[src/rtl/pid_calc_if.sv]
// Request/response bundle for pid_calc: operands and gains in, saturated control output back.
interface pid_calc_if;
  localparam int unsigned W = 32;

  logic                start;
  logic                clr;
  logic signed [W-1:0] error;
  logic signed [W-1:0] error1;
  logic signed [W-1:0] sum_e;
  logic signed [W-1:0] kp;
  logic signed [W-1:0] ki;
  logic signed [W-1:0] kd;
  logic signed [W-1:0] u;
  logic                u_valid;
  logic                busy;

  modport master (
    output start, clr, error, error1, sum_e, kp, ki, kd,
    input  u, u_valid, busy
  );

  modport slave (
    input  start, clr, error, error1, sum_e, kp, ki, kd,
    output u, u_valid, busy
  );
endinterface

[src/rtl/pid_calc.sv]
// Sequential PID output calculator: one shared multiplier walks P, I and D terms into a wide
// accumulator, then the Q-format result is floor-shifted and saturated into u.
module pid_calc #(
  parameter int unsigned        FRAC    = 16,
  parameter logic signed [31:0] OUT_MAX = 32'sd1000000,
  parameter logic signed [31:0] OUT_MIN = -32'sd1000000
) (
  input logic       clk,
  input logic       rstn,
  pid_calc_if.slave bus
);
  localparam int unsigned W    = 32;
  localparam int unsigned DW   = W + 1;
  localparam int unsigned PW   = DW + W;
  localparam int unsigned AW   = 67;
  localparam logic signed [AW-1:0] MAX_W = AW'(OUT_MAX);
  localparam logic signed [AW-1:0] MIN_W = AW'(OUT_MIN);

  typedef enum logic [2:0] {IDLE, MUL_P, MUL_I, MUL_D, SAT} state_e;

  state_e               state_q, state_d;
  logic signed [W-1:0]  e_q, e_d, e1_q, e1_d, s_q, s_d;
  logic signed [W-1:0]  kp_q, kp_d, ki_q, ki_d, kd_q, kd_d;
  logic signed [AW-1:0] acc_q, acc_d;
  logic signed [W-1:0]  u_q, u_d;
  logic                 u_valid_q, u_valid_d;
  logic                 busy_q, busy_d;

  logic signed [DW-1:0] diff;
  logic signed [DW-1:0] mul_a;
  logic signed [W-1:0]  mul_b;
  logic signed [PW-1:0] prod;
  logic signed [AW-1:0] acc_sh;
  logic signed [W-1:0]  u_sat;

  // 33-bit difference cannot wrap, so extreme e/e1 pairs keep their true sign.
  assign diff = DW'(e1_q) == DW'(e_q) ? '0 : DW'(e_q) - DW'(e1_q);

  // The single multiplier; operands are steered by the current MUL state.
  always_comb begin
    mul_a = DW'(kp_q);
    mul_b = e_q;
    unique case (state_q)
      MUL_I:   begin mul_a = DW'(ki_q); mul_b = s_q;  end
      MUL_D:   begin mul_a = diff;      mul_b = kd_q; end
      default: begin mul_a = DW'(kp_q); mul_b = e_q;  end
    endcase
  end

  assign prod   = PW'(mul_a) * PW'(mul_b);
  assign acc_sh = acc_q >>> FRAC;

  // Clamp the full-width shifted accumulator into the output range.
  always_comb begin
    if (acc_sh > MAX_W)      u_sat = OUT_MAX;
    else if (acc_sh < MIN_W) u_sat = OUT_MIN;
    else                     u_sat = W'(acc_sh);
  end

  always_comb begin
    state_d   = state_q;
    e_d       = e_q;
    e1_d      = e1_q;
    s_d       = s_q;
    kp_d      = kp_q;
    ki_d      = ki_q;
    kd_d      = kd_q;
    acc_d     = acc_q;
    u_d       = u_q;
    u_valid_d = 1'b0;
    if (bus.clr) begin
      state_d = IDLE;
    end else begin
      unique case (state_q)
        IDLE: begin
          if (bus.start) begin
            e_d     = bus.error;
            e1_d    = bus.error1;
            s_d     = bus.sum_e;
            kp_d    = bus.kp;
            ki_d    = bus.ki;
            kd_d    = bus.kd;
            state_d = MUL_P;
          end
        end
        MUL_P: begin
          acc_d   = AW'(prod);
          state_d = MUL_I;
        end
        MUL_I: begin
          acc_d   = acc_q + AW'(prod);
          state_d = MUL_D;
        end
        MUL_D: begin
          acc_d   = acc_q + AW'(prod);
          state_d = SAT;
        end
        SAT: begin
          u_d       = u_sat;
          u_valid_d = 1'b1;
          state_d   = IDLE;
        end
        default: state_d = IDLE;
      endcase
    end
    busy_d = (state_d != IDLE);
  end

  always_ff @(posedge clk or negedge rstn) begin
    if (!rstn) begin
      state_q   <= IDLE;
      e_q       <= '0;
      e1_q      <= '0;
      s_q       <= '0;
      kp_q      <= '0;
      ki_q      <= '0;
      kd_q      <= '0;
      acc_q     <= '0;
      u_q       <= '0;
      u_valid_q <= 1'b0;
      busy_q    <= 1'b0;
    end else begin
      state_q   <= state_d;
      e_q       <= e_d;
      e1_q      <= e1_d;
      s_q       <= s_d;
      kp_q      <= kp_d;
      ki_q      <= ki_d;
      kd_q      <= kd_d;
      acc_q     <= acc_d;
      u_q       <= u_d;
      u_valid_q <= u_valid_d;
      busy_q    <= busy_d;
    end
  end

  assign bus.u       = u_q;
  assign bus.u_valid = u_valid_q;
  assign bus.busy    = busy_q;
endmodule
[src/flat_wrapper.sv]
// flat-port wrapper written by rule: the top's interface ports become plain ports
module pid_calc_flat 
#(
  parameter int unsigned        FRAC    = 16,
  parameter logic signed [31:0] OUT_MAX = 32'sd1000000,
  parameter logic signed [31:0] OUT_MIN = -32'sd1000000
)
  (clk, rstn, bus_start, bus_clr, bus_error, bus_error1, bus_sum_e, bus_kp, bus_ki, bus_kd, bus_u, bus_u_valid, bus_busy);
  pid_calc_if bus_i ();
  input logic clk;
  input logic rstn;
  input wire logic [$bits(bus_i.start)-1:0] bus_start;
  input wire logic [$bits(bus_i.clr)-1:0] bus_clr;
  input wire logic [$bits(bus_i.error)-1:0] bus_error;
  input wire logic [$bits(bus_i.error1)-1:0] bus_error1;
  input wire logic [$bits(bus_i.sum_e)-1:0] bus_sum_e;
  input wire logic [$bits(bus_i.kp)-1:0] bus_kp;
  input wire logic [$bits(bus_i.ki)-1:0] bus_ki;
  input wire logic [$bits(bus_i.kd)-1:0] bus_kd;
  output wire logic [$bits(bus_i.u)-1:0] bus_u;
  output wire logic [$bits(bus_i.u_valid)-1:0] bus_u_valid;
  output wire logic [$bits(bus_i.busy)-1:0] bus_busy;
  assign bus_i.start = bus_start;
  assign bus_i.clr = bus_clr;
  assign bus_i.error = bus_error;
  assign bus_i.error1 = bus_error1;
  assign bus_i.sum_e = bus_sum_e;
  assign bus_i.kp = bus_kp;
  assign bus_i.ki = bus_ki;
  assign bus_i.kd = bus_kd;
  assign bus_u = bus_i.u;
  assign bus_u_valid = bus_i.u_valid;
  assign bus_busy = bus_i.busy;
  pid_calc #(.FRAC(FRAC), .OUT_MAX(OUT_MAX), .OUT_MIN(OUT_MIN)) u_core (.clk(clk), .rstn(rstn), .bus(bus_i));
endmodule
[config.mk]
export PLATFORM = sky130hd
export DESIGN_NAME = pid_calc_flat
export DESIGN_NICKNAME = d
export VERILOG_FILES = /design/src/rtl/pid_calc_if.sv /design/src/rtl/pid_calc.sv /design/src/flat_wrapper.sv
export SDC_FILE = /design/constraint.sdc
export NUM_CORES = 2
export LEC_CHECK = 0
export BUFFER_PORTS_ARGS = -buffer_cell sky130_fd_sc_hd__buf_2
export CORE_MARGIN = 2
export CORE_UTILIZATION = 59
export CTS_CLUSTER_DIAMETER = 200
export DETAILED_ROUTE_END_ITERATION = 8
export PLACE_DENSITY = 0.9
export SYNTH_ARGS = -nofsm -noshare
export SYNTH_HDL_FRONTEND = slang
export SYNTH_SLANG_ARGS = --single-unit
[constraint.sdc]
create_clock -name clk -period 12.14 [get_ports clk]
set_input_delay 1.214 -clock clk [delete_from_list [all_inputs] [get_ports clk]]
set_output_delay 1.214 -clock clk [all_outputs]
set_load 0.1 [all_outputs]
# == Word level (Yosys, flattened, before mapping) ==
# Index checks and enable logic that the tools add are counted.
# classes
add_sub_neg,2
n_mul,1
magnitude_cmp,2
eq_ne,5
muxes,11
bitwise_logic,1
reduce_logical,7
# op_table
operator,n
case mux 67 bit (2 select lines),1
adder 67 x 65 -> 67 bit,1
case mux 33 bit (2 select lines),1
multiplier 33 x 32 -> 65 bit,1
two-way mux 32 bit,2
case mux 32 bit (2 select lines),1
"greater-than comparator 51 x 21 -> 1 bit, second input constant",1
"less-than comparator 51 x 21 -> 1 bit, second input constant",1
two-way mux 33 bit,1
subtractor 32 x 32 -> 33 bit,1
equality test 32 bit,1
case mux 3 bit (4 select lines),1
"equality test 3 x 2 -> 1 bit, second input constant",2
two-way mux 3 bit,2
AND reduction 2 bit,2
"equality test 3 x 1 -> 1 bit, second input constant",1
"equality test 3 bit, second input constant",1
logical NOT 3 bit,1
AND reduction 3 bit,1
nonzero test 3 bit,1
two-way mux 1 bit,2
nonzero test 2 bit,1
OR reduction 2 bit,1
NOT 1 bit,1
# word_totals
regBits,296
inputBits,196
output_inout_bits,34

# == Longest topological paths before layout ==
# depth
depth_word,6
ltp_mapped,57

# == Worst setup path before layout ==
# Ideal clock, no wire load.
# synth_path
path_type,flip-flop to flip-flop
startpoint,reg u_core.e1_q[0]
endpoint,reg u_core.acc_q[64]
arrival_time_ns,11.748
setup_slack_ns,0.310
path_stages_with_launch,55
cell_sequence,dfrtp_1 -> ha_1 -> fa_1 -> nor2b_1 -> o21ai_2 -> a21boi_1 -> o21ai_2 -> a21boi_2 -> o41ai_4 -> a211oi_2 -> o311a_1 -> a211oi_1 -> a21oi_1 -> o21a_1 -> clkbuf_1 -> buf_2 -> nor2_1 -> fa_1 -> (+19 left out) -> o21bai_1 -> a21oi_1 -> o21ai_0 -> a21oi_1 -> xnor2_1 -> ha_1 -> a21o_1 -> o21bai_1 -> a41oi_1 -> a21oi_1 -> o22ai_1 -> a21boi_1 -> a311oi_2 -> o21ai_0 -> a31oi_1 -> xnor2_1 -> nand2_1 -> a31oi_1
# synth_via
elab_chain_len,6
elab_cells_between_ends,7
classes_between,2 x add/sub; 1 x mul; 1 x eq/ne; 3 x mux
# synth_lines
item,line_no,text
"start, declared",pid_calc.sv:22,"logic signed [W-1:0] e_q, e_d, e1_q, e1_d, s_q, s_d;"
"start signal, assigned",pid_calc.sv:113,e1_q <= '0;
"start signal, assigned",pid_calc.sv:125,e1_q <= e1_d;
subtractor 32 x 32 -> 33 bit / equality test 32 bit (equally long branches),pid_calc.sv:37,assign diff = DW'(e1_q) == DW'(e_q) ? '0 : DW'(e_q) - DW'(e1_q);
two-way mux 33 bit (*),pid_calc.sv:37,
case mux 33 bit (2 select lines) (*),pid_calc.sv:43,unique case (state_q)
multiplier 33 x 32 -> 65 bit (*),pid_calc.sv:50,assign prod = PW'(mul_a) * PW'(mul_b);
adder 67 x 65 -> 67 bit,"pid_calc.sv:91, pid_calc.sv:95",
case mux 67 bit (2 select lines) (*),pid_calc.sv:74,unique case (state_q)
"end signal, assigned",pid_calc.sv:118,acc_q <= '0;
"end signal, assigned",pid_calc.sv:130,acc_q <= acc_d;
"end, declared",pid_calc.sv:24,"logic signed [AW-1:0] acc_q, acc_d;"
# Mark *: on every way between the ends. The rest lies on a longest branch, timed or not.
# A chain may end at the register's enable or synchronous reset.

# == Final worst setup path ==
# layout_path
startpoint,reg u_core.e_q[1]
endpoint,reg u_core.acc_q[64]
# layout_via
elab_chain_len,6
elab_cells_between_ends,8
classes_between,2 x add/sub; 1 x mul; 1 x eq/ne; 4 x mux
# layout_lines
item,line_no,text
"start, declared",pid_calc.sv:22,
"start signal, assigned",pid_calc.sv:112,e_q <= '0;
"start signal, assigned",pid_calc.sv:124,e_q <= e_d;
subtractor 32 x 32 -> 33 bit / equality test 32 bit (equally long branches),pid_calc.sv:37,
two-way mux 33 bit,pid_calc.sv:37,
case mux 33 bit (2 select lines),pid_calc.sv:43,
multiplier 33 x 32 -> 65 bit (*),pid_calc.sv:50,
adder 67 x 65 -> 67 bit,"pid_calc.sv:91, pid_calc.sv:95",
case mux 67 bit (2 select lines) (*),pid_calc.sv:74,
# Marked as above.

==> reports/qor.txt <==
status: finished with violations
failing checks: setup timing
post-synthesis cell type count: 87
Layout Cells excl Fill: 8290
FF+latch count, synth: 296
Post-DP Area: 0.0642 mm²
Area contributors post-synth: fa_1 40%, dfrtp_1 13%, inv_1 7.8%, ha_1 6.5%, nor2_1 4.6%
gr busiest metal: met2
Wirelength per Cell: 26.2 µm
average size of a mapped cell: 9.10 µm²
worst hold stages: 1
first drt pass iteration count: 9
largest net degree at the start of global routing: 168
number of nets in the layout: 8584
Worst Hold End: u_core.bus.u[24]
Initial Util: 59.4%
grt total ovfl: 0
Worst-path clk slew: 0.07 ns
Synth Area in Compound Gates: 10.4%
final wirelength: 217 mm
Final WS setup: -0.290 ns
Skew-Pair Late Insertion Delay: 0.64 ns
Commonest cells post-synth: 1153 x inv_1, 1114 x fa_1, 685 x nor2_1
Die Y: 310 µm
Final Setup Violations: 13
top-area cell type share of the netlist area: 40.3%
DR vias: 50800
largest stage delay on the critical path: 0.60 ns
clock skew: 0.0222 ns
highest clock rate: 80.4 MHz
Synth Net Count: 7678
worst r2r src: u_core.e_q[1]
port bufs: 229
slowest CP cell: fa_2
CTS tree: built
Async SR Flop Fraction: 100%
final hold slack: 0.475 ns
CTS buffer count: 31
R2R setup slack: -0.29 ns
Yosys Warn Count: 0
CP Data Arrival Time: 12.97 ns
Reg area: 0.00741 mm²
most used cell, CP: buf_4
Layout area overhead: 22.9%
area of the die: 0.0962 mm²
first-pass GRT wire length: 323 mm
met2 Use GR: 70.6%
I/O Pins: 230
adder-cell area share of the yosys netlist: 46.8%
Clock Path Buffers: 3
GPL Wtd Cong: 1.05
Worst Hold Class: reg -> reg
ys flop type: dfrtp_1
Final ANT Viol Nets: 0
vias in the first global route: 53800
RSZ-0062 raised after global routing: true
min-delay src: u_core.bus.u[24]
initial antenna violation count: 20
DRC: 0
Cells after Synth: 6080
largest family of logic cells by synthesized area: adder cells
Seq/Total Area, Yosys: 13.4%
Die Width: 310 µm
Worst Tran Pin Value: 1.12 ns
Setup CP Type: reg -> reg
WP data required: 12.68 ns
fill count: 6554
Tcrit/Tclk final: 102%
core region area: 0.0930 mm²
layout cell share with drive strength beyond 1: 25.4%
worst reg2reg path endpoint: u_core.acc_q[64]
cell with the most instances after synthesis: inv_1
crit path launch: u_core.e_q[1]
vias per std cell: 6.13
met3 usage: 14.7%
GRT Total Usage: 45.8%
Worst slew margin: 25.3%
Post-Synth Simple-Gate Area: 12.6%
reg2reg path depth: 53
CP startpoint kind: flip-flop
clock sink count: 296
multiplexer share of the synthesized area: 4.67%
# rows: 112
CP max FO: 4
Post-DP HPWL: 175 mm
Post-synth EDFFs: 0
CTS HTree Levels: 1
Clock Root Buffer: clkbuf_16
max-cap violations: 0
final worst path period need: 12.43 ns
post-route cell area: 0.0680 mm²
area occupied by multi-input gates: 0.0444 mm²
Slew Viols, Final: 0
CP Capture Type: flip-flop
placed insts: 8124
Hold Fails Final Rpt: 0
top cell type by total area after synthesis: fa_1
GR met1 Demand/Resource: 54.0%
Synth Area in XOR/XNOR: 2.23%
Synth Cell Area: 0.0553 mm²
First DRT Iteration DRCs: 5877
## state kept, by name (all words and copies together) (netlist names)
signal              flops
u_core.e_q             32
u_core.e1_q            32
u_core.state_q          3
u_core.bus.u           32
u_core.bus.busy         1
u_core.kd_q            32
u_core.s_q             32
u_core.acc_q           67
u_core.bus.u_valid      1
u_core.kp_q            32
u_core.ki_q            32
## through the flow
stage               setup WS, ns  utilization, %  TNS, ns
floorplan                  0.310               -        0
global placement          -0.861            69.0   -11.81
detailed placement         -1.05            69.0   -15.21
CTS                       -0.128            71.8   -0.195
global route              -0.714            73.0   -10.00
finish                    -0.290            73.1    -2.54
## repair_timing
item,in CTS,in global routing
cloned,0,1
setup buffers,50,32
endpoints found under the setup margin,27,35
pin swaps,111,146
gates resized for setup,222,190
hold buffers,0,0
## worst max-delay path by stage
stage	end	slack, ns	cells past startpoint
2_1_floorplan	u_core.acc_q[64]	0.31	54
3_3_place_gp	u_core.acc_q[55]	-0.86	51
3_5_place_dp	u_core.acc_q[55]	-1.05	54
4_1_cts	u_core.acc_q[63]	-0.13	53
5_1_grt	u_core.acc_q[58]	-0.71	56
6_report	u_core.acc_q[64]	-0.29	53
## cell usage in the layout (no fill, tap or decap), drive strengths merged, types with 21 or more instances in the layout
cell,synthesis,layout
and3,29,29
mux2,193,193
o21bai,32,32
xnor2,101,101
o21ai,209,209
nor2b,21,21
ha,288,288
xor2,40,40
buf,55,1163
nand3,48,48
diode,0,25
nor2,688,688
a21o,122,122
o21a,66,66
inv,1153,1161
dfrtp,296,296
mux2i,40,40
a31oi,46,46
nor3,53,53
nand2b,36,36
fa,1114,1114
clkbuf,237,41
nand4,41,41
a21oi,273,273
nand2,669,669
## worst max-delay path: cells and delay by family, from the launching register on
family                     cells  cell delay, ns
adders and majority gates     11            4.81
AOI/OAI and AO/OA             23            4.22
buffers and inverters          9            1.23
and+or+nand+nor                8            1.13
DFF                            1            0.42
muxes                          1            0.36
xor gates and xnor gates       1            0.15
## routing by layer
metal | vias to the layer above | share of wire [%]
li1 | 20800 | -
met5 | - | 0.11
met2 | 3647 | 44
met4 | 8 | 9.4
met1 | 25200 | 33
met3 | 1223 | 13
## area by class of cell
type / count / share of cell area [%]
multi-input combinational: 4337 / 65.2
timing repair buffer: 1165 / 13.4
tap: 1254 / 2.31
antenna: 25 / 0.0920
clock inverter: 19 / 0.409
inverter: 1155 / 6.38
sequential: 296 / 10.9
clock buffer: 39 / 1.24
## kinds of logic after synthesis
family / Yosys count
buffers and inverters: 1447
XOR/XNOR: 141
AND/OR/NAND/NOR: 1662
adder cells (fa/ha/maj): 1402
AO/OA/AOI/OAI: 899
flip-flops: 296
multiplexers: 233
Power is left out: the tool's default activity adds up to more than one toggle a clock period on the data nets, which glitch-free logic cannot reach.
